### config.mk
export PLATFORM = sky130hd
export DESIGN_NAME = serial_subtractor
export DESIGN_NICKNAME = d
export VERILOG_FILES = /design/src/rtl/serial_arith_pkg.sv /design/src/rtl/full_subtractor_bit.sv /design/src/rtl/serial_subtractor.sv
export SDC_FILE = /design/constraint.sdc
export NUM_CORES = 1
export LEC_CHECK = 0
export ABC_AREA = 1
export CAP_MARGIN = 10
export CORE_ASPECT_RATIO = 0.5
export CORE_MARGIN = 2
export CORE_UTILIZATION = 50
export DETAILED_ROUTE_END_ITERATION = 10
export GPL_ROUTABILITY_DRIVEN = 1
export PLACE_DENSITY = 0.87
export RECOVER_POWER = 100
export SYNTH_ARGS = -nofsm -noshare
export SYNTH_HDL_FRONTEND = slang
export SYNTH_SLANG_ARGS = --single-unit
### constraint.sdc
create_clock -name clk -period 1.23 [get_ports clk]
set_input_delay 0.123 -clock clk [delete_from_list [all_inputs] [get_ports clk]]
set_output_delay 0.123 -clock clk [all_outputs]
set_load 0.02 [all_outputs]
### src/rtl/serial_arith_pkg.sv
// Shared types and defaults for the bit-serial arithmetic blocks.
// Latency: n/a (declarations only).
// Backpressure: n/a.
package serial_arith_pkg;

    // Operation sequencing: wait for operands, shift WIDTH bits, hold the result.
    typedef enum logic [1:0] {
        IDLE = 2'd0,
        RUN  = 2'd1,
        DONE = 2'd2
    } ser_state_e;

    parameter int DEFAULT_WIDTH = 8;

endpackage

### src/rtl/full_subtractor_bit.sv
// One-bit full subtractor: diff = a - b - bin, with borrow out.
// Latency: purely combinational.
// Backpressure: none.
//
// Ports:
//   a_i    minuend bit
//   b_i    subtrahend bit
//   bin_i  incoming borrow
//   diff_o difference bit
//   bout_o outgoing borrow
module full_subtractor_bit (
    input  logic a_i,
    input  logic b_i,
    input  logic bin_i,
    output logic diff_o,
    output logic bout_o
);

    logic hs1_diff;
    logic hs1_borrow;
    logic hs2_borrow;

    // First half subtractor: a - b.
    assign hs1_diff   = a_i ^ b_i;
    assign hs1_borrow = ~a_i & b_i;

    // Second half subtractor: (a - b) - bin.
    assign diff_o     = hs1_diff ^ bin_i;
    assign hs2_borrow = ~hs1_diff & bin_i;

    // The two stages can never both borrow, so OR merges them.
    assign bout_o     = hs1_borrow | hs2_borrow;

endmodule

### src/rtl/serial_subtractor.sv
// Bit-serial unsigned A - B, LSB first, one full-subtractor cell plus a borrow flop.
// Latency: out_valid_o rises WIDTH edges after the accepting edge; one op in flight.
// Backpressure: result held in DONE until out_ready_i; in_ready_o only high in IDLE.
//
// Ports:
//   clk, reset               clock, async active-high reset
//   in_valid_i / in_ready_o  operand handshake (a_i minuend, b_i subtrahend)
//   out_valid_o / out_ready_i result handshake (diff_o, borrow_o)
//   busy_o                   high while bits are being shifted
module serial_subtractor
    import serial_arith_pkg::*;
#(
    parameter int WIDTH = DEFAULT_WIDTH
) (
    input  logic             clk,
    input  logic             reset,
    input  logic             in_valid_i,
    output logic             in_ready_o,
    input  logic [WIDTH-1:0] a_i,
    input  logic [WIDTH-1:0] b_i,
    output logic             out_valid_o,
    input  logic             out_ready_i,
    output logic [WIDTH-1:0] diff_o,
    output logic             borrow_o,
    output logic             busy_o
);

    localparam int             CNT_W    = $clog2(WIDTH);
    localparam logic [CNT_W-1:0] CNT_LAST = CNT_W'(WIDTH - 1);

    ser_state_e       state;
    logic [CNT_W-1:0] bit_cnt;
    logic [WIDTH-1:0] a_sr;
    logic [WIDTH-1:0] b_sr;
    logic [WIDTH-1:0] diff_sr;
    logic             borrow_q;

    logic             d_bit;
    logic             bout_bit;

    full_subtractor_bit u_fs (
        .a_i    (a_sr[0]),
        .b_i    (b_sr[0]),
        .bin_i  (borrow_q),
        .diff_o (d_bit),
        .bout_o (bout_bit)
    );

    always_ff @(posedge clk or posedge reset) begin
        if (reset) begin
            state    <= IDLE;
            bit_cnt  <= '0;
            a_sr     <= '0;
            b_sr     <= '0;
            diff_sr  <= '0;
            borrow_q <= 1'b0;
        end else begin
            case (state)
                IDLE: begin
                    if (in_valid_i) begin
                        a_sr     <= a_i;
                        b_sr     <= b_i;
                        borrow_q <= 1'b0;
                        bit_cnt  <= '0;
                        state    <= RUN;
                    end
                end
                RUN: begin
                    a_sr     <= a_sr >> 1;
                    b_sr     <= b_sr >> 1;
                    // Difference bits enter at the MSB so that after WIDTH
                    // shifts the first (LSB) bit has reached position 0.
                    diff_sr  <= {d_bit, diff_sr[WIDTH-1:1]};
                    borrow_q <= bout_bit;
                    bit_cnt  <= bit_cnt + 1'b1;
                    // Counter still holds WIDTH-1 on the last of WIDTH RUN edges.
                    if (bit_cnt == CNT_LAST) begin
                        state <= DONE;
                    end
                end
                DONE: begin
                    if (out_ready_i) begin
                        state <= IDLE;
                    end
                end
                default: state <= IDLE;
            endcase
        end
    end

    assign in_ready_o  = (state == IDLE);
    assign out_valid_o = (state == DONE);
    assign busy_o      = (state == RUN);
    assign diff_o      = diff_sr;
    assign borrow_o    = borrow_q;

endmodule

==> results of run 1 <==
[layout by cell type (no fill, tap or decap), types with 2 or more instances in the layout]
cell type / netlist / routed
sky130_fd_sc_hd__buf_12: 0 / 4
sky130_fd_sc_hd__buf_2: 2 / 3
sky130_fd_sc_hd__buf_4: 4 / 3
sky130_fd_sc_hd__buf_6: 1 / 2
sky130_fd_sc_hd__clkbuf_8: 0 / 6
sky130_fd_sc_hd__clkdlybuf4s50_1: 0 / 18
sky130_fd_sc_hd__dfrtp_1: 30 / 29
sky130_fd_sc_hd__dlygate4sd2_1: 0 / 9
sky130_fd_sc_hd__ha_1: 2 / 2
sky130_fd_sc_hd__inv_1: 32 / 32
sky130_fd_sc_hd__nand2_1: 84 / 84
sky130_fd_sc_hd__nand2_4: 2 / 2
sky130_fd_sc_hd__nand2_8: 0 / 2
sky130_fd_sc_hd__nand3_1: 16 / 16
sky130_fd_sc_hd__nor2_1: 3 / 3
sky130_fd_sc_hd__o21ai_0: 5 / 5
[final timing paths]
kind                                  start    endpoint  slack (ns)  cells after the start
worst max-delay path               state[1]  in_ready_o      -0.007                      2
worst min-delay path            out_ready_i    state[1]        0.42                      2
worst max register to register     state[1]     a_sr[4]        0.04                      7
worst min register to register      b_sr[5]     b_sr[5]        0.48                      2
max in group asynchronous             reset    state[0]        0.23                      3
min in group asynchronous             reset   diff_o[5]        0.49                      3
[stage by stage]
stage / cell area (µm²) / hold WS (ns)
finish: 2008 / 0.4188
global route: 2008 / 0.4377
CTS: 1979 / 0.1883
detailed placement: 1896 / 0.4658
global placement: 1896 / 0.4581
floorplan: 1473 / 0.2138
[critical path, stage by stage, from the launching register on]
cell and delay (ns):
sky130_fd_sc_hd__dfrtp_1 0.43, sky130_fd_sc_hd__nor2_1 0.20, sky130_fd_sc_hd__buf_2 0.20
[sequential cells by signal (all words and copies together), names as in the netlist]
name and cells:
b_sr 8, diff_o 8, a_sr 8, borrow_o 1
state 2, bit_cnt 3
[area by class of cell]
type,instances,area [µm²]
flip-flops and latches,30,752.0
fillers,199,691.9
multi-input cells,119,571.8
repair buffers,41,414.1
inverters,34,132.6
clock buffers,7,86.33
well taps,37,46.29
clock inverters,1,5.005
[metal layers]
metal / track usage / part of all wire / vias to the layer above
li1: - / - / 645
met1: 0.2573 / 0.41 / 599
met2: 0.3550 / 0.50 / 48
met3: 0.06466 / 0.070 / 9
met4: 0.08136 / 0.020 / 0
met5: 0 / 0 / -
[kinds of logic after synthesis]
logic type | after synthesis | synth area share
AO/OA/AOI/OAI | 8 | 0.03143
adder cells (fa/ha/maj) | 3 | 0.03058
buffers and inverters | 41 | 0.1249
flip-flops | 30 | 0.5098
AND/OR/NAND/NOR | 107 | 0.3033
[repair_timing]
action	in CTS	in global routing
setup endpoints to repair	33	20
cloned	0	1
setup buffers	0	1
gates resized for setup	22	8
[power by group]
part,internal [mW],switching [mW]
clock network,0.451,0.391
logic,1.02,1.40
registers,1.44,0.295
total,2.91,2.09
==> results.md, run 1 <==
- The first global-routing pass estimated 5.285 mm of wire.
- After detailed routing, the total wire length is 3.565 mm.
- The worst setup margin is -0.007431 ns.
- The number of maximum-capacitance constraint violations is 0.
- The flow ran to the end, but the final reports show violations.
- The pin count of the biggest net entering global routing is 31.
- The synthesized cell area is 1473 µm².
- The post-detailed-route via-to-cell ratio is 4.836.
- The final reports fail on setup timing.
- The number of instances in the synthesized netlist is 189.
- The initial antenna violation count is 0.
- The final-report hold violation count is 0.
- Yosys printed 0 warnings.
- The setup skew after layout is 0.007418 ns.
- Setup violations remaining at the end of the flow were counted as 1.
- The total core area is 2700 µm².
- By instance count, the leading cell after synthesis is sky130_fd_sc_hd__nand2_1.
- In the synthesized netlist the dominant register cell turns out to be sky130_fd_sc_hd__dfrtp_1.
- The count of nets after finishing is 254.
- Subtracting the final worst setup slack from the clock period gives 1.237 ns.
- The routed length per placed instance is 13.25 µm.
- Counting tap cells, the placed design contains a total of 259 instances.
- The type of the setup path with the least slack is flip-flop to output port.
- The clock sink total is 30.
- At the end of the flow the core is filled with cells to 0.7437.
- For the worst setup path, the data arrival time is 1.11 ns.
- Port buffering added 31 buffers.
- The maximum clock rate is 808.1 MHz.
- The number of inserted diodes is 0.
- The synthesized area per cell is 7.792 µm².
- In the routed design, unresolved DRC markers number 0.
- Setup repair after global routing could not meet its margin everywhere.
- The area enclosed by the die boundary is 3422 µm².
- Clock-pin slew was measured on the worst setup and hold paths at 0.06 ns.
- The share of the Yosys chip area taken by registers is 0.5098.
- In the final layout, the share of cells above drive strength 1 is 0.1250.
- The areal power density over the cells is 2491 nW/µm².
- Sorting the synthesized cells by how often they occur yields sky130_fd_sc_hd__nand2_1, sky130_fd_sc_hd__inv_1, sky130_fd_sc_hd__dfrtp_1.
- The worst pin sits at a relative slew slack of 0.5080.
- The detailed-placement wirelength estimate is 2.238 mm.
- The worst-case clock buffer depth is 2.
- Leaving out filler cells and counting taps, the final layout contains 269.
- The total overflow reported by the global router is 0.
- For this run, the total global-route usage over all layers was measured as 0.2114.
- The floorplan step set the die height to 42.38 µm.
- The detailed-router iteration count before antenna repair is 4.
- Yosys mapped a number of flops with a built-in enable equal to 0.
- The die width is 80.75 µm.
- The startpoint type of the worst setup path is a flip-flop.
- Of the available clock period, the critical path in the final layout requires 1.006.
- The maximum fanout along the worst path is 3.
- From synthesis to final layout, the design area changed by 36.36%.
- The total clock buffers created by CTS is 5.
- The final max-slew violation count is 0.
- The standard-cell row count is 13.
- The hold buffer count at cts is 0.
- The analysis attributes to cell leakage a power of 1.124 nW.
- The design draws 5.002 mW.
- The share of synthesized registers carrying an async set or reset is 1.000.
- Clock latency on the worst-skew pair, taken at its later pin, is 0.29 ns.
- The overall via count from detail_route is 1301.
- STA classifies the critical path endpoint as an output port.
- The H-tree was split into 2 levels.
- The number of global-route vias before repair was 1147.
- The share of the synthesized area in the top cell type is 0.5098.
- Ranked by total cell area, the synthesized netlist is headed by sky130_fd_sc_hd__dfrtp_1, sky130_fd_sc_hd__nand2_1, sky130_fd_sc_hd__inv_1.
- The count of unique library cells instantiated by Yosys is 19.
- The slew at the pin closest to its max-slew limit is 0.7379 ns.
- The CTS tree is built.
- In this run the remaining antenna-violating nets after routing total 0.
- The placement-stage worst setup slack is -0.09501 ns.
- The largest area contributor in the netlist is sky130_fd_sc_hd__dfrtp_1.
- The I/O pin total is 32.
- The initial core utilization is 0.5454.
- The final weighted congestion of routability-driven global placement is 0.7724.
- When the netlist entered floorplanning its net count stood at 212.
- The required arrival time at the worst endpoint is 1.11 ns.
- The tightest min-delay check is of the input port to flip-flop type.
- The register bit total from synthesis is 30.
- The worst ir drop on vdd is 1.111 mV.
- The accumulated negative setup slack is -0.007431 ns.
- After the first detailed-routing iteration, the DRC count stood at 81.
- The cell at the root of the clock tree is sky130_fd_sc_hd__clkbuf_8.
(Power assumes the default switching activity.)
==> run 2, diff against run 1 <==
==> constraint.sdc (replaced) <==
create_clock -name clk -period 1.23 [get_ports clk]
set_input_delay 0.246 -clock clk [delete_from_list [all_inputs] [get_ports clk]]
set_output_delay 0.246 -clock clk [all_outputs]
set_load 0.02 [all_outputs]
==> results.md, run 2 (same netlist as run 1, synthesis figures left out) <==
- Max-cap violations in this run came to 0.
- In this run the top signal layer used is met4.
- Detailed routing inserted a total of 1337 vias.
- The length of routed met2 wiring is 1.821 mm.
- The overall power after layout is 5.016 mW.
- The worst reg-to-reg path cell count is 7.
- In this run, CTS created clock tree buffers numbering 5.
- The worst setup margin is -0.1396 ns.
- The total length of routed wires is 3.536 mm.
- Entering global routing, the biggest net connects 31 pins.
- The initial core utilization is 0.5454.
- The initial antenna violation count is 0.
- The type of the setup path with the least slack is flip-flop to output port.
- The relative area change from synthesis to final layout is 38.40%.
- The number of inserted filler cells in the final layout is 192.
- The hold buffer count at cts is 0.
- The cell at the root of the clock tree is sky130_fd_sc_hd__clkbuf_8.
- Static timing analysis puts the maximum clock frequency at 730.2 MHz.
- The accumulated negative setup slack is -0.5152 ns.
- The library cells used most frequently in the layout, excluding fill and tap cells, are sky130_fd_sc_hd__nand2_1, sky130_fd_sc_hd__inv_1, sky130_fd_sc_hd__dfrtp_1.
- The standard-cell row count is 13.
- Of the available clock period, the critical path in the final layout requires 1.113.
- The met3 layer wire length in the routed design is 179 µm.
- The total overflow reported by the global router is 0.
- Before antenna repair, the detailed router went through 4 iterations.
- The detailed-placement wirelength estimate is 2.154 mm.
- Setup repair after global routing could not meet its margin everywhere.
- The count of nets after finishing is 261.
- In this run the tool buffered the top-level ports with 31 buffer cells.
- After detailed routing, the number of vias per cell comes to 4.880.
- The congestion estimate from routability-driven global placement came to 0.8129.
- Summing all flip-flop and latch instances after layout gives 750.7 µm².
- In the final layout, the multi-input gates occupy 548.0 µm².
- The cell leakage power is 1.128 nW.
- In this run the tightest slew margin relative to its limit is 0.4949.
- At the pin with the least slew margin, the transition time is 0.7576 ns.
- In this run, the number of DRC markers left after iteration 0 of detailed routing was 67.
- The final max-slew violation count is 0.
- The repair_antennas step left the layout with diodes totalling 0.
- The maximum fanout along the worst path is 3.
- The routed length per placed instance is 12.91 µm.
- The placement-stage worst setup slack is -0.2533 ns.
- The nature of the critical path endpoint is an output port.
- The routed metal-1 wire length is 1.491 mm.
- The most frequent standard cell in the layout excluding fill and tap cells is sky130_fd_sc_hd__nand2_1.
- The worst setup path is launched from a flip-flop.
- The final-report hold violation count is 0.
- IR analysis of the VDD net gives a maximum drop of 1.175 mV.
- Measured along the x axis, the die boundary spans 80.75 µm.
- The setup skew after layout is 0.006393 ns.
- The clock net in this run drives a total of 30 sinks.
- The count of nets left with antenna violations once routing finished came out at 0.
- The startpoint of the most critical register-to-register path is state[1].
- The die boundary height is 42.38 µm.
- The total core area is 2700 µm².
- The areal power density over the cells is 2461 nW/µm².
- The slack of the worst reg-to-reg path is -0.04 ns.
- For the worst setup path, the data arrival time is 1.12 ns.
- The number of global-route vias before repair is 1293.
- The run finished, with violations left.
- Across every metal layer, demand over resource in global routing totals 0.2179.
- The proportion of layout cells with a drive suffix above 1 is 0.1561.
- The smallest clock period supported by the final layout is computed as 1.370 ns.
- The longest clock path from root to sink contains 2 buffers.
- The number of remaining DRC errors is 0.
- The CTS clock-pin slew for the worst setup and hold paths is 0.06 ns.
- The capture instance of the worst register-to-register path is a_sr[0].
- The worst hold path belongs to the class input port to async pin.
- The clock latency on the worst-skew pair is 0.28 ns.
- The required arrival time at the worst endpoint is 0.98 ns.
- The depth of the CTS H-tree is 2.
- Setup violations remaining at the end of the flow were counted as 19.
- The area enclosed by the die boundary is 3422 µm².
- TritonCTS built the clock tree.
- During I/O placement, the number of pins put on the boundary was 32.
- The final reports fail on setup timing.
- The global-route wire length before repair is 5.637 mm.
[run 2: cell count changes in the layout (fill, tap and decap cells not counted), moves of 2 or more]
cell                              delta
sky130_fd_sc_hd__buf_12              -2
sky130_fd_sc_hd__buf_2               -3
sky130_fd_sc_hd__buf_4              +10
sky130_fd_sc_hd__buf_6               +3
sky130_fd_sc_hd__clkdlybuf4s15_1     +8
sky130_fd_sc_hd__dlygate4sd2_1       -8
sky130_fd_sc_hd__nand2_8             -2
sky130_fd_sc_hd__nor2_1              -2
[run 2: power breakdown]
part | internal, mW | switching (mW)
sequential | 1.44 | 0.256
combinational | 1.12 | 1.42
clock | 0.430 | 0.345
[run 2: how the worst max path moves through the flow]
stage / slack, ns / from / cells past startpoint / endpoint
final: -0.14 / state[1] / 3 / busy_o
after global routing: -0.16 / state[1] / 3 / busy_o
after CTS: -0.09 / state[1] / 3 / busy_o
after detailed placement: -0.25 / state[1] / 2 / in_ready_o
after global placement: -0.22 / state[1] / 2 / in_ready_o
after floorplan: 0.04 / state[0] / 3 / out_valid_o
[run 2: layout make-up]
| class | count | share of cell area |
|---|---|---|
| inverters | 34 | 0.06507 |
| well taps | 37 | 0.02271 |
| flip-flops and latches | 30 | 0.3683 |
| repair buffers | 49 | 0.2345 |
| clock buffers | 6 | 0.04052 |
| multi-input cells | 118 | 0.2689 |
[run 2: repair_timing]
item,4_1_cts,5_1_grt
pin swaps,1,3
buffers inserted,3,0
gates resized for setup,27,13
setup endpoints to repair,15,28
[run 2: worst max-delay path, cell delays in order (launching register included)]
cell and delay (ns):
sky130_fd_sc_hd__dfrtp_1 0.43, sky130_fd_sc_hd__buf_6 0.15, sky130_fd_sc_hd__nor2_4 0.13, sky130_fd_sc_hd__buf_6 0.13
[run 2: stage by stage]
stage / cells / util / instance area (µm²) / hold WS, ns
2_1_floorplan: 189 / - / 1475 / 0.3368
3_3_place_gp: 266 / 0.7178 / 1938 / 0.4591
3_5_place_dp: 266 / 0.7178 / 1938 / 0.4673
4_1_cts: 274 / 0.7488 / 2022 / 0.3089
5_1_grt: 274 / 0.7549 / 2038 / 0.4989
6_report: 274 / 0.7549 / 2038 / 0.4831
[run 2: metal layers]
| metal | track usage | up-vias |
|---|---|---|
| met5 | 0 | - |
| met4 | 0.09492 | 0 |
| met3 | 0.06681 | 6 |
| met2 | 0.3733 | 47 |
| met1 | 0.2541 | 631 |
| li1 | - | 653 |
